[src/rtl/wb_regfile.sv]
`timescale 1ns/1ps
// -----------------------------------------------------------------------------
// wb_regfile
//
// Write-back stage register file. Sits at the far end of the MEM/WB pipeline
// buffer and commits one result per cycle into a 2-read/1-write register
// file. Decode reads operands combinationally through two read ports. A write
// that commits this cycle is forwarded to a matching read port in the same
// cycle. A retire counter and last-write status are kept for debug and hazard
// logic.
//
// Parameters
//   S : MSB index of a data word (word width S+1, must be >= 8)
//   A : register address width (2**A registers)
//   C : MSB index of the write-back control field
//
// Ports
//   clk         in   clock, all state updates on the rising edge
//   rst         in   asynchronous active-low reset
//   InWord      in   word result from the MEM/WB buffer
//   InByte      in   byte result from the MEM/WB buffer
//   InCtrl      in   bit0 = write enable, bit1 = byte mode (1: InByte merge)
//   InDest      in   destination register index
//   RdAddrA/B   in   read port addresses
//   OutA/OutB   out  read port data (combinational, with write bypass)
//   WbValid     out  1 for the cycle after each committed write
//   LastDest    out  destination of the most recent committed write
//   LastData    out  value stored by the most recent committed write
//   RetireCount out  number of committed writes, wraps at 16 bits
// -----------------------------------------------------------------------------
module wb_regfile #(
  parameter int S = 15,
  parameter int A = 3,
  parameter int C = 1
) (
  input  logic         clk,
  input  logic         rst,
  input  logic [S:0]   InWord,
  input  logic [7:0]   InByte,
  input  logic [C:0]   InCtrl,
  input  logic [A-1:0] InDest,
  input  logic [A-1:0] RdAddrA,
  input  logic [A-1:0] RdAddrB,
  output logic [S:0]   OutA,
  output logic [S:0]   OutB,
  output logic         WbValid,
  output logic [A-1:0] LastDest,
  output logic [S:0]   LastData,
  output logic [15:0]  RetireCount
);

  localparam int NREG  = 2 ** A;
  localparam int NPORT = 2;

  // ---------------------------------------------------------------------------
  // Storage. Register 0 is not stored at all; it reads as a constant zero
  // through rd_view, so writes to it simply have nowhere to land.
  // ---------------------------------------------------------------------------
  logic [S:0]                mem_reg [1:NREG-1];
  logic [NREG-1:0][S:0]      rd_view;

  assign rd_view[0] = '0;

  genvar gi;
  generate
    for (gi = 1; gi < NREG; gi++) begin : g_view
      assign rd_view[gi] = mem_reg[gi];
    end
  endgenerate

  // ---------------------------------------------------------------------------
  // Commit decode and write value
  // ---------------------------------------------------------------------------
  logic             wr_en;
  logic             byte_mode;
  logic             commit;
  logic [S-8:0]     cur_hi;
  logic [S:0]       wr_val;
  logic [NREG-1:1]  we;

  assign wr_en     = InCtrl[0];
  assign byte_mode = InCtrl[1];

  // A write to register 0 is not a commit: it neither stores nor counts nor
  // touches the last-write status.
  assign commit = wr_en && (InDest != '0);

  // Byte mode keeps the upper part of the destination's current contents.
  // Reading through rd_view makes a byte write to r0 merge with zero, but
  // such a write never commits, so the value is irrelevant there.
  assign cur_hi = rd_view[InDest][S:8];
  assign wr_val = byte_mode ? {cur_hi, InByte} : InWord;

  // One-hot write enable per stored register.
  generate
    for (gi = 1; gi < NREG; gi++) begin : g_we
      assign we[gi] = commit && (InDest == A'(gi));
    end
  endgenerate

  always_ff @(posedge clk or negedge rst) begin
    if (!rst) begin
      for (int i = 1; i < NREG; i++) begin
        mem_reg[i] <= '0;
      end
    end else begin
      for (int i = 1; i < NREG; i++) begin
        if (we[i]) begin
          mem_reg[i] <= wr_val;
        end
      end
    end
  end

  // ---------------------------------------------------------------------------
  // Read ports. Each port resolves independently: address 0 reads zero, a
  // match against a pending commit forwards wr_val, otherwise stored data.
  // Forwarding is gated by rst so both ports read zero for the whole time
  // reset is held, even if the upstream buffer keeps presenting a write.
  // ---------------------------------------------------------------------------
  logic [NPORT-1:0][A-1:0] rd_addr;
  logic [NPORT-1:0][S:0]   rd_data;
  logic [NPORT-1:0]        bypass;

  assign rd_addr[0] = RdAddrA;
  assign rd_addr[1] = RdAddrB;

  generate
    for (gi = 0; gi < NPORT; gi++) begin : g_rd
      assign bypass[gi]  = rst && commit && (rd_addr[gi] == InDest);
      assign rd_data[gi] = (rd_addr[gi] == '0) ? '0 :
                           bypass[gi]          ? wr_val :
                                                 rd_view[rd_addr[gi]];
    end
  endgenerate

  assign OutA = rd_data[0];
  assign OutB = rd_data[1];

  // ---------------------------------------------------------------------------
  // Retire status
  // ---------------------------------------------------------------------------
  logic           wb_valid_reg;
  logic [A-1:0]   last_dest_reg;
  logic [S:0]     last_data_reg;
  logic [15:0]    retire_count_reg;
  logic [15:0]    retire_count_next;

  // Natural 16-bit wrap from FFFF to 0000.
  assign retire_count_next = retire_count_reg + 16'd1;

  always_ff @(posedge clk or negedge rst) begin
    if (!rst) begin
      wb_valid_reg     <= 1'b0;
      last_dest_reg    <= '0;
      last_data_reg    <= '0;
      retire_count_reg <= '0;
    end else begin
      // High exactly for the cycle after a commit; consecutive commits
      // keep it high.
      wb_valid_reg <= commit;
      if (commit) begin
        last_dest_reg    <= InDest;
        last_data_reg    <= wr_val;
        retire_count_reg <= retire_count_next;
      end
    end
  end

  assign WbValid     = wb_valid_reg;
  assign LastDest    = last_dest_reg;
  assign LastData    = last_data_reg;
  assign RetireCount = retire_count_reg;

endmodule
[config.mk]
export PLATFORM = sky130hd
export DESIGN_NAME = wb_regfile
export DESIGN_NICKNAME = d
export VERILOG_FILES = /design/src/rtl/wb_regfile.sv
export SDC_FILE = /design/constraint.sdc
export NUM_CORES = 1
export LEC_CHECK = 0
export CORE_UTILIZATION = 32
export CTS_CLUSTER_DIAMETER = 50
export DETAILED_ROUTE_END_ITERATION = 8
export PLACE_DENSITY = 0.56
export SYNTH_ARGS = -nofsm -noshare
export SYNTH_HDL_FRONTEND = slang
export SYNTH_SLANG_ARGS = --single-unit
[constraint.sdc]
create_clock -name clk -period 2.3 [get_ports clk]
set_clock_uncertainty 0.1 [all_clocks]
set_input_delay 0.345 -clock clk [delete_from_list [all_inputs] [get_ports clk]]
set_output_delay 0.345 -clock clk [all_outputs]
set_load 0.03 [all_outputs]
Yosys cells after proc, flatten, opt, wreduce, memory -nomap -nowiden --
Cells that the tools add are included. Widths: inputs -> output; s select.
Word-level totals: bits of input ports 37, flip-flop bits (word level) 148, word-level logic and storage cells 49, output and inout bits 68
Operators by class: eq/ne operators 9, $add $sub $neg 1, reductions and logical operators 14, magnitude comparators 3, mux-type cells 11
Operators with widths (number):
- $bmux 16 s3 | 3
- $mux 16 | 8
- $add 16x1->16 const B | 1
- $eq 3x3->1 const B | 4
- $lt 3x4->1 const B | 3
- $logic_and 1x1->1 | 11
- $eq 3x2->1 const B | 2
- $eq 3x3->1 | 2
- $logic_not 3->1 | 2
- $eq 3x1->1 const B | 1
- $reduce_bool 3->1 | 1

Longest topological paths before layout --
Gate-level depths: netlist of the first run.
depth in word-level cells 6, depth in mapped cells 7, depth with buffers taken out 5

Worst setup path after synthesis of the first run --
No wires, ideal clock.
kind input to output, from in InDest[1], to out OutA[10], buffers on the path 3, path slack -0.151 ns, data arrival time 2.006 ns, data required time 1.855 ns, cell stages on the path 6, path through buf_6 > buf_4 > xor2_1 > nor4_4 > buf_6 > mux2i_1
On the way: cells in the longest elaborated chain, start to end 6, elaborated cells on any way between the ends 10, those cells by class eq/ne: 1; mux: 5; reduce/logical: 4
RTL lines:
- start, declared | RTL line 41 | input logic [A-1:0] InDest,
- parallel branches: the longest is 4 deep, another holds $bmux 16 s3
- $mux 16 * | RTL line 132 | bypass[gi] ? wr_val :
- $mux 16 * | RTL line 131 | assign rd_data[gi] = (rd_addr[gi] == '0) ? '0 :
- end, declared | RTL line 44 | output logic [S:0] OutA,
Every way passes the cells marked *. The select of a mux whose other input is x is not followed.

Worst setup path in the final report of the first run --
from reg mem_reg[79] in the netlist's numbering, to out OutB[15]
On the way: cells in the longest elaborated chain, start to end 5, elaborated cells on any way between the ends 7, those cells by class mux: 7
RTL lines:
- start, declared | RTL line 59 | logic [S:0] mem_reg [1:NREG-1];
- start signal, assigned by index | RTL line 109 | mem_reg[i] <= wr_val;
- $bmux 16 s3 | RTL line 91 | assign cur_hi = rd_view[InDest][S:8];
- $mux 16 (implied by the code) | RTL line 91
- $mux 16 | RTL line 92 | assign wr_val = byte_mode ? {cur_hi, InByte} : InWord;
- $mux 16 * | RTL line 132
- $mux 16 * | RTL line 131
- end, declared | RTL line 45 | output logic [S:0] OutB,
Every way passes the cells marked *; elsewhere a longest branch is shown, timed or not. The select of a mux whose other input is x is not followed.

==> results of run 1 <==
==> layout by cell type, fill, tap and decap left out, types with 3 or more instances in the layout <==
master / synthesis / routed
buf_2: 26 / 3
a22oi_2: 6 / 7
mux2i_2: 0 / 5
mux2i_4: 0 / 7
a221o_1: 8 / 8
buf_6: 3 / 18
nand2_1: 145 / 145
buf_8: 0 / 3
a211oi_1: 17 / 17
mux4_2: 17 / 17
o21ai_0: 73 / 73
buf_12: 0 / 38
clkinv_2: 0 / 6
nor2b_1: 4 / 4
clkdlybuf4s50_1: 0 / 60
xor2_2: 0 / 3
nand2b_1: 5 / 3
xnor2_1: 11 / 11
o22ai_1: 15 / 14
o21ai_1: 63 / 63
a21oi_4: 0 / 6
buf_4: 3 / 118
mux2_4: 0 / 8
dfrtp_1: 148 / 147
nor2_1: 20 / 19
a21oi_1: 49 / 28
mux2i_1: 103 / 91
a21oi_2: 0 / 15
o211ai_2: 8 / 6
nand4_1: 4 / 4
clkinv_4: 0 / 3
nand3_1: 10 / 10
xor2_1: 10 / 5
clkbuf_16: 0 / 19
a2111oi_4: 0 / 13
==> metal layers <==
layer / share of wire / vias to the layer above / GRT usage
met5: 0 / - / 0
met4: 0.023 / 0 / 0.0755
met3: 0.057 / 42 / 0.0386
met2: 0.45 / 253 / 0.322
met1: 0.46 / 3584 / 0.296
li1: - / 3407 / -
==> worst min path at each step <==
stage                                  from  cells after the start                  endpoint  slack (ns)
global route                            rst                      2  LastData[12]$_DFFE_PN0P_        0.02
detailed placement  LastDest[1]$_DFFE_PN0P_                      2   LastDest[1]$_DFFE_PN0P_        0.36
CTS                                     rst                      2   LastData[9]$_DFFE_PN0P_        0.04
global placement    LastData[5]$_DFFE_PN0P_                      2   LastData[5]$_DFFE_PN0P_        0.36
finish                                  rst                      2   LastData[9]$_DFFE_PN0P_       -0.08
floorplan                               rst                      0   LastData[0]$_DFFE_PN0P_       -0.05
==> metrics by stage <==
stage / utilization / instance area, um2
floorplan: - / 8220
global placement: 0.417 / 10500
detailed placement: 0.417 / 10500
CTS: 0.469 / 11800
global route: 0.482 / 12100
finish: 0.482 / 12100
==> where the power goes <==
group	switching, W	internal (W)
logic	0.00173	0.00167
registers	0.000537	0.00313
clock network	0.00114	0.00151
==> area by class of cell <==
type | count | area, um2
tap | 330 | 413
timing repair buffer | 248 | 2630
inverter | 2 | 7.51
clock buffer | 18 | 439
sequential | 148 | 3700
multi-input combinational | 609 | 4800
fill | 2319 | 13000
clock inverter | 13 | 110
==> cells by family (layout without fill, tap and decap cells) <==
family / after synthesis / count (layout) / synth area share
flops: 148 / 148 / 0.453
buf+inv: 72 / 281 / 0.0411
xor+xnor: 21 / 21 / 0.0225
mux: 128 / 128 / 0.184
simple gates: 200 / 200 / 0.104
fa+ha+maj: 1 / 1 / 0.00153
compound gates: 259 / 259 / 0.195
==> repair_timing <==
item                       4_1_cts  5_1_grt
setup buffers                   20       11
setup endpoints to repair       32       30
gates resized for setup        129       59
cloned                           3        1
pin swaps                       17       17
==> results.md, run 1 <==
* Status: complete, but fails checks
* Failing checks: negative hold slack, negative setup slack
* Arr. time, crit path at 1.96 ns
* Port buffer count at 104
* Clock Path Buffers at 2
* Layout cells sized above 1 at 0.311
* CTS clk-pin slew, worst paths at 0.06 ns
* Crit-path max cell delay at ~0.48 ns
* Worst slew pin tran at 0.871 ns
* Drt drc at 0
* Syn Area/Cell at ~9.9 um2
* CTS tree: done
* Clock root cell: clkbuf_16
* Hold Path Class: in2async
* Slew HR at 0.419
* Cells after Synth at between 800 and 900
* Critical Path Source: mem_reg[79]$_DFFE_PN0P_
* NumNets Final at 1064
* Post-DP HPWL at between 15000 and 20000 um
* Worst slack, placed at -0.520 ns
* First-pass GRT wire length at 41600 um
* Syn-to-layout area delta at 47.8%
* Routed WL per cell at between 15 and 20 um
* Most common flop cell mapped by yosys: dfrtp_1
* Top-count cell post-synth: dfrtp_1
* Worst endpoint required time at about 1.9 ns
* Die area at about 26000 um2
* Antenna cell count at 0
* Synthesized cell area at 8180 um2
* CTS Sinks at 148
* Maximum number of pins on one net before global-route repair at about 150
* Asr flop ratio synth at 1.00
* Crit path capture type: output pin
* EDFF count, synth at 0
* Clock Latency Late Sink at 0.43 ns
* Die Y at roughly 160 um
* Routed WL at 27200 um
* R2R setup slack at 0.49 ns
* Ordered list of cells on the worst path: buf_4 -> mux4_2 -> a21oi_2 -> mux2i_1 -> buf_4 -> buf_12
* Number of synthesis warnings at 0
* Max Slew Vio Count at 0
* DRT antenna net count at 0
* Fin. Hold Viols at 56
* GRT Overall Usage at 0.210
* Ports at 105
* Die X at 162 um
* Hold WS at -0.0777 ns
* Max-cap viol count at 0
* #FFs+latches synth at 148
* Most used cell, CP: buf_4
* Cell taking the most area after synthesis: dfrtp_1
* Placed Cells at about 1300
* Initial antenna violation count at 0
* Crit start category: register
* Leakage at 5.27 nW
* Seq/Total Area, Yosys at 0.453
* Vias at 7286
* Worst r2r src: mem_reg[106]$_DFFE_PN0P_
* Slack of the critical path at -0.105 ns
* Final min period at ~2.4 ns
* Cell Count, Final, Fillers Out at 1368
* Std-Cell Core Area at 25100 um2
* Stages on worst setup path at 6
* Max FO, Critical Path at 3
* FMAX at between 0.4 and 0.5 GHz
* RSZ-0062 raised after global routing: yes
* Dominant cells by area after synthesis: dfrtp_1, mux2i_1, nand2_1
* Number of global-route vias before repair at ~7000
* Vias per cell at between 5 and 6
* Hold buffers post-CTS at 0
* Num rows at 58
* Reg-to-reg critical path endpoint: LastData[10]$_DFFE_PN0P_
* Max reg flops at 112
* Worst reg-to-reg path cell count at 7
* Mapped Nets at 867
* Gpl congestion at 0.856
* GRT overflow at 0
* Total power at 0.00971 W
* Cell variety after synth at 42
* 1st-pass router iterations at 5
* WP buf/inv at 3
* Final setup violation count at 7
* CP delay by family, top: multiplexers
* Top cells by count, synth: dfrtp_1, nand2_1, mux2i_1, o21ai_0, o21ai_1
* Final worst path period share at 1.05
* Setup TNS at -0.246 ns
* Initial DRC count at 620
* Cts bufs inserted at 17
* Highest ir drop seen on vdd at 0.431 mV
* Initial Util at 0.326
* Power Density at approximately 800 nW/um2
* CP Class: reg2out
* H-tree levels at 4
* Max stage delay cell, worst path: mux4_2
* CP Capture Point: OutB[15]
* Post-synth top area share at 0.453
Power figures use the tool's default switching activity.
==> run 2: changes to the inputs <==
Settings changed: DONT_BUFFER_PORTS from default to 1, PLACE_DENSITY 0.56 to 0.51.
==> run 2 against run 1 <==
Effect of this change: the run still ends with negative hold slack, negative setup slack left; final area shrank 18%; utilization shrank 8.7 points; final cell count shrank 11%; non-clock buffer count shrank 153; first-iteration DRC count shrank 11%; highest routed layer unchanged.
==> results.md, run 2 (synthesized netlist as in run 1, its figures left out) <==
* Status: complete, but fails checks
* Failing checks: negative hold slack, negative setup slack
* Maximum number of pins on one net before global-route repair at 150
* First-pass GRT wire length at 38800 um
* Std-Cell Core Area at around 25000 um2
* Cell Area, Placed at 8890 um2
* Area occupied by registers at 3700 um2
* Fin. Hold Viols at 148
* Vias per cell at 5.37
* Cts bufs inserted at 17
* GRT Overall Usage at 0.197
* Initial Util at 0.326
* CTS clk-pin slew, worst paths at 0.06 ns
* Final setup violation count at 2
* Arr. time, crit path at 1.92 ns
* Worst slew pin tran at between 0.6 and 0.7 ns
* Num rows at 58
* Total power at 0.00898 W
* Crit path capture type: output pin
* Max-cap viol count at 0
* Clock Path Buffers at 2
* Syn-to-layout area delta at 21.0%
* Slack of the critical path at -0.0687 ns
* Most common cell after layout, fill and taps aside: dfrtp_1
* Most frequent cells in the layout: dfrtp_1, nand2_1, mux2i_1
* Max reg flops at roughly 110
* Number of global-route vias before repair at 6272
* Routed WL at 25200 um
* Max Slew Vio Count at 0
* Fillers at 2500
* CTS tree: done
* Ports at roughly 110
* Multi-input logic area at 4380 um2
* CP Class: reg2out
* Hold WS at -0.481 ns
* NumNets Final at 911
* Antenna cell count at 0
* H-tree levels at 4
* Port buffer count at 0
* Hold Path Class: in2async
* 1st-pass router iterations at 5
* Clock root cell: clkbuf_16
* CTS Sinks at 148
* Initial DRC count at 553
* Power Density at 907 nW/um2
* Clock Latency Late Sink at 0.42 ns
* Hold buffers post-CTS at 6
* Max FO, Critical Path at 4
* Vias at ~6500
* Post-DP HPWL at between 15000 and 20000 um
* Layout cells sized above 1 at 0.227
* Highest ir drop seen on vdd at roughly 0.54 mV
* Drt drc at 0
* Worst endpoint required time at 1.86 ns
* DRT antenna net count at 0
* Die Y at between 150 and 200 um
* Crit start category: register
* FMAX at 0.422 GHz
* Design area at 9900 um2
* Die area at 26200 um2
* RSZ-0062 raised after global routing: yes
* Final worst path period share at 1.03
* Gpl congestion at 0.818
* Worst slack, placed at 0.0965 ns
* Die X at 162 um
* Routed WL per cell at roughly 21 um
* GRT overflow at 0
* Initial antenna violation count at 0
* Slew HR at 0.561
* Final min period at 2.37 ns
* Leakage at around 4.3 nW
-- run 2: layout make-up --
| cell class | count | area share |
|---|---|---|
| timing repair buffer | 95 | 0.0806 |
| tap | 330 | 0.0417 |
| inverter | 2 | 0.000758 |
| clock inverter | 13 | 0.0174 |
| sequential | 148 | 0.374 |
| clock buffer | 19 | 0.0437 |
| multi-input combinational | 609 | 0.442 |
-- run 2: path summary, 6_finish.rpt --
check	slack, ns	depth (start not counted)	start	to
worst max-delay path	-0.07	6	mem_reg[79]$_DFFE_PN0P_	OutA[15]
worst min-delay path	-0.48	0	rst	LastData[11]$_DFFE_PN0P_
worst max register to register	0.50	7	mem_reg[105]$_DFFE_PN0P_	mem_reg[73]$_DFFE_PN0P_
worst min register to register	0.40	2	mem_reg[5]$_DFFE_PN0P_	mem_reg[5]$_DFFE_PN0P_
max in group asynchronous	2.30	0	rst	mem_reg[25]$_DFFE_PN0P_
min in group clk	0.09	2	InWord[12]	mem_reg[60]$_DFFE_PN0P_
-- run 2: routing by layer --
| metal | up-vias | track usage | part of all wire |
|---|---|---|---|
| met5 | - | 0 | 0 |
| met4 | 0 | 0.0660 | 0.017 |
| met3 | 21 | 0.0498 | 0.063 |
| met2 | 172 | 0.294 | 0.44 |
| met1 | 3227 | 0.276 | 0.48 |
| li1 | 3106 | - | - |
-- run 2: critical path, cell delays in order (launching register included) --
cell and delay [ns]:
dfrtp_1 0.42, mux2_4 0.27, a221o_1 0.33, o211ai_2 0.09, buf_6 0.14, mux2i_1 0.07
buf_4 0.18
-- run 2: through the flow --
stage / cells / setup TNS [ns] / util
finish: 1216 / -0.121 / 0.394
global route: 1216 / -0.550 / 0.394
CTS: 1210 / -0.272 / 0.388
detailed placement: 1163 / 0 / 0.354
global placement: 1163 / 0 / 0.354
floorplan: 829 / -0.493 / -
-- run 2: timing repair --
item / in CTS / in global routing
setup endpoints to repair: 16 / 28
endpoints found under the hold margin: 152 / 148
gates resized for setup: 33 / 32
setup buffers: 10 / 6
gates cloned: 0 / 0
pin swaps: 5 / 9
-- run 2: power by group --
part           total [W]  internal (W)  switching (W)
Sequential       0.00383       0.00313       0.000699
Combinational    0.00226       0.00108        0.00118
Clock            0.00290       0.00173        0.00117
Total            0.00898       0.00594        0.00305
==> run 3: changes to the inputs <==
Settings changed: CORE_UTILIZATION 32 to 50, HOLD_SLACK_MARGIN from default to 0.1, PLACE_DENSITY 0.51 to 0.7.
==> run 3 against run 2 <==
Effect of this change: the run still ends with negative hold slack, negative setup slack left; sequential share of layout area shrank 0.52 points; die area shrank 36%; final area grew 1.4%; register-to-register slack lost 0.25 ns; utilization grew 24 points; sequential cell count is the same; critical path type is now in2out.
==> results.md, run 3 (synthesized netlist as in run 1, its figures left out) <==
* Crit path capture type: output pin
* NetSw at just over 0.003 W
* Final worst path period share at 1.07
* Clk pwr share at 0.343
* Final min period at 2.46 ns
* Pint at 0.00633 W
* Routed WL at between 20000 and 25000 um
* Syn-to-layout area delta at 22.7%
* Cell Area, Placed at 8700 um2
* Worst slew pin tran at approximately 0.7 ns
* NumNets Final at 927
* Max reg flops at 112
* GRT Overall Usage at 0.296
* Std-Cell Core Area at 15900 um2
* Design area at 10000 um2
* Vias per cell at roughly 6.4
* Max FO, Critical Path at approximately 150
* Worst endpoint required time at 1.86 ns
* Seq pwr share at 0.407
* Hold WS at -0.486 ns
* Maximum number of pins on one net before global-route repair at 150
* Leakage at ~4.5 nW
* Cell Count, Final, Fillers Out at 1118
* Die area at 16900 um2
* Most frequent cells in the layout: dfrtp_1, nand2_1, mux2i_1
* CTS Sinks at around 150
* Initial DRC count at 788
* Drt drc at 0
* Ports at 105
* Power Density at approximately 940 nW/um2
* Clock Latency Late Sink at between 0.4 and 0.5 ns
* H-tree levels at 4
* Post-DP HPWL at 14400 um
* Slew HR at 0.522
* Total power at 0.00944 W
* Highest ir drop seen on vdd at 0.515 mV
* 1st-pass router iterations at 5
* First-pass GRT wire length at 37500 um
* FMAX at 0.407 GHz
* GRT overflow at 0
* Failing checks: negative hold slack, negative setup slack
* Max Slew Vio Count at 0
* Clock root cell: clkbuf_16
* Antenna cell count at 0
* Most common cell after layout, fill and taps aside: dfrtp_1
* Gpl congestion at 0.863
* RSZ-0062 raised after global routing: yes
* Die Y at 130 um
* Initial antenna violation count at 0
* CTS tree: done
* Comb power frac at 0.250
* Die X at 130 um
* Hold Path Class: in2async
* Routed WL per cell at 21.9 um
* Slack of the critical path at -0.156 ns
* Port buffer count at 0
* Final setup violation count at 20
* Initial Util at 0.513
* CTS clk-pin slew, worst paths at roughly 0.06 ns
* Status: complete, but fails checks
* Hold buffers post-CTS at 18
* Clock Path Buffers at 2
* Arr. time, crit path at 2.01 ns
* Vias at about 7100
* Cts bufs inserted at 17
* Crit start category: primary input
* CP Class: in2out
* Switch share at 0.329
* Layout cells sized above 1 at 0.227
* Max-cap viol count at 0
* Fin. Hold Viols at 148
* Placed Cells at 1044
* Num rows at 46
* Number of global-route vias before repair at 6917
* DRT antenna net count at 0
[run 3: changes by cell type in the layout (fill, tap and decap cells not counted), moves of 3 or more]
| cell | change |
|---|---|
| a21oi_1 | +5 |
| a21oi_2 | -6 |
| a2111oi_2 | -3 |
| buf_4 | +3 |
| bufinv_16 | +3 |
| dlygate4sd3_1 | +12 |
| a2111oi_0 | +3 |
| o211ai_2 | -6 |
| o211ai_4 | +6 |
| inv_6 | -4 |
[run 3: area by class of cell]
cell class	count	area, um2
clock buffers	18	439
clock inverters	14	248
fillers	1219	5900
inverters	2	7.51
multi-input cells	609	4430
flip-flops and latches	148	3700
well taps	216	270
repair buffers	111	943
[run 3: timing repair]
item                                    in CTS  in global routing
pin swaps                                   10                 11
endpoints found under the hold margin      175                148
endpoints found under the setup margin      16                 23
resized for setup                           39                 31
setup buffers                               16                  8
[run 3: power by group through the flow]
stage | Clock (W) | Sequential (W) | Combinational (W)
6_report | 0.00324 | 0.00384 | 0.00235
5_1_grt | 0.00338 | 0.00391 | 0.00255
4_1_cts | 0.00326 | 0.00381 | 0.00221
3_5_place_dp | 0 | 0.00385 | 0.00198
3_3_place_gp | 0 | 0.00380 | 0.00191
2_1_floorplan | 0 | 0.00374 | 0.00151
[run 3: worst paths after layout]
kind	start	end	slack, ns	cells past startpoint
worst max-delay path	rst	OutA[15]	-0.16	6
worst min-delay path	rst	LastData[9]$_DFFE_PN0P_	-0.49	0
worst max register to register	mem_reg[110]$_DFFE_PN0P_	mem_reg[110]$_DFFE_PN0P_	0.25	5
worst min register to register	mem_reg[101]$_DFFE_PN0P_	mem_reg[101]$_DFFE_PN0P_	0.41	2
max in group asynchronous	rst	mem_reg[83]$_DFFE_PN0P_	2.33	0
min in group clk	InCtrl[1]	mem_reg[9]$_DFFE_PN0P_	0.13	2
[run 3: worst max-delay path: stages]
cell and delay [ns]:
o311ai_2 0.20, buf_4 0.18, nor4_4 0.38, buf_4 0.28, mux2i_2 0.29, buf_4 0.21
[run 3: routing by layer]
layer  track usage  share of wire
met4         0.151          0.034
met2         0.462           0.46
met3        0.0664          0.092
met5             0              0
met1         0.387           0.41
[run 3: per-stage QoR]
step	utilization	setup TNS (ns)	setup slack (ns)
CTS	0.618	-0.171	-0.0791
global route	0.630	-0.612	-0.0859
global placement	0.546	0	0.0557
floorplan	-	-0.493	-0.0493
finish	0.630	-1.02	-0.156
detailed placement	0.546	0	0.0131
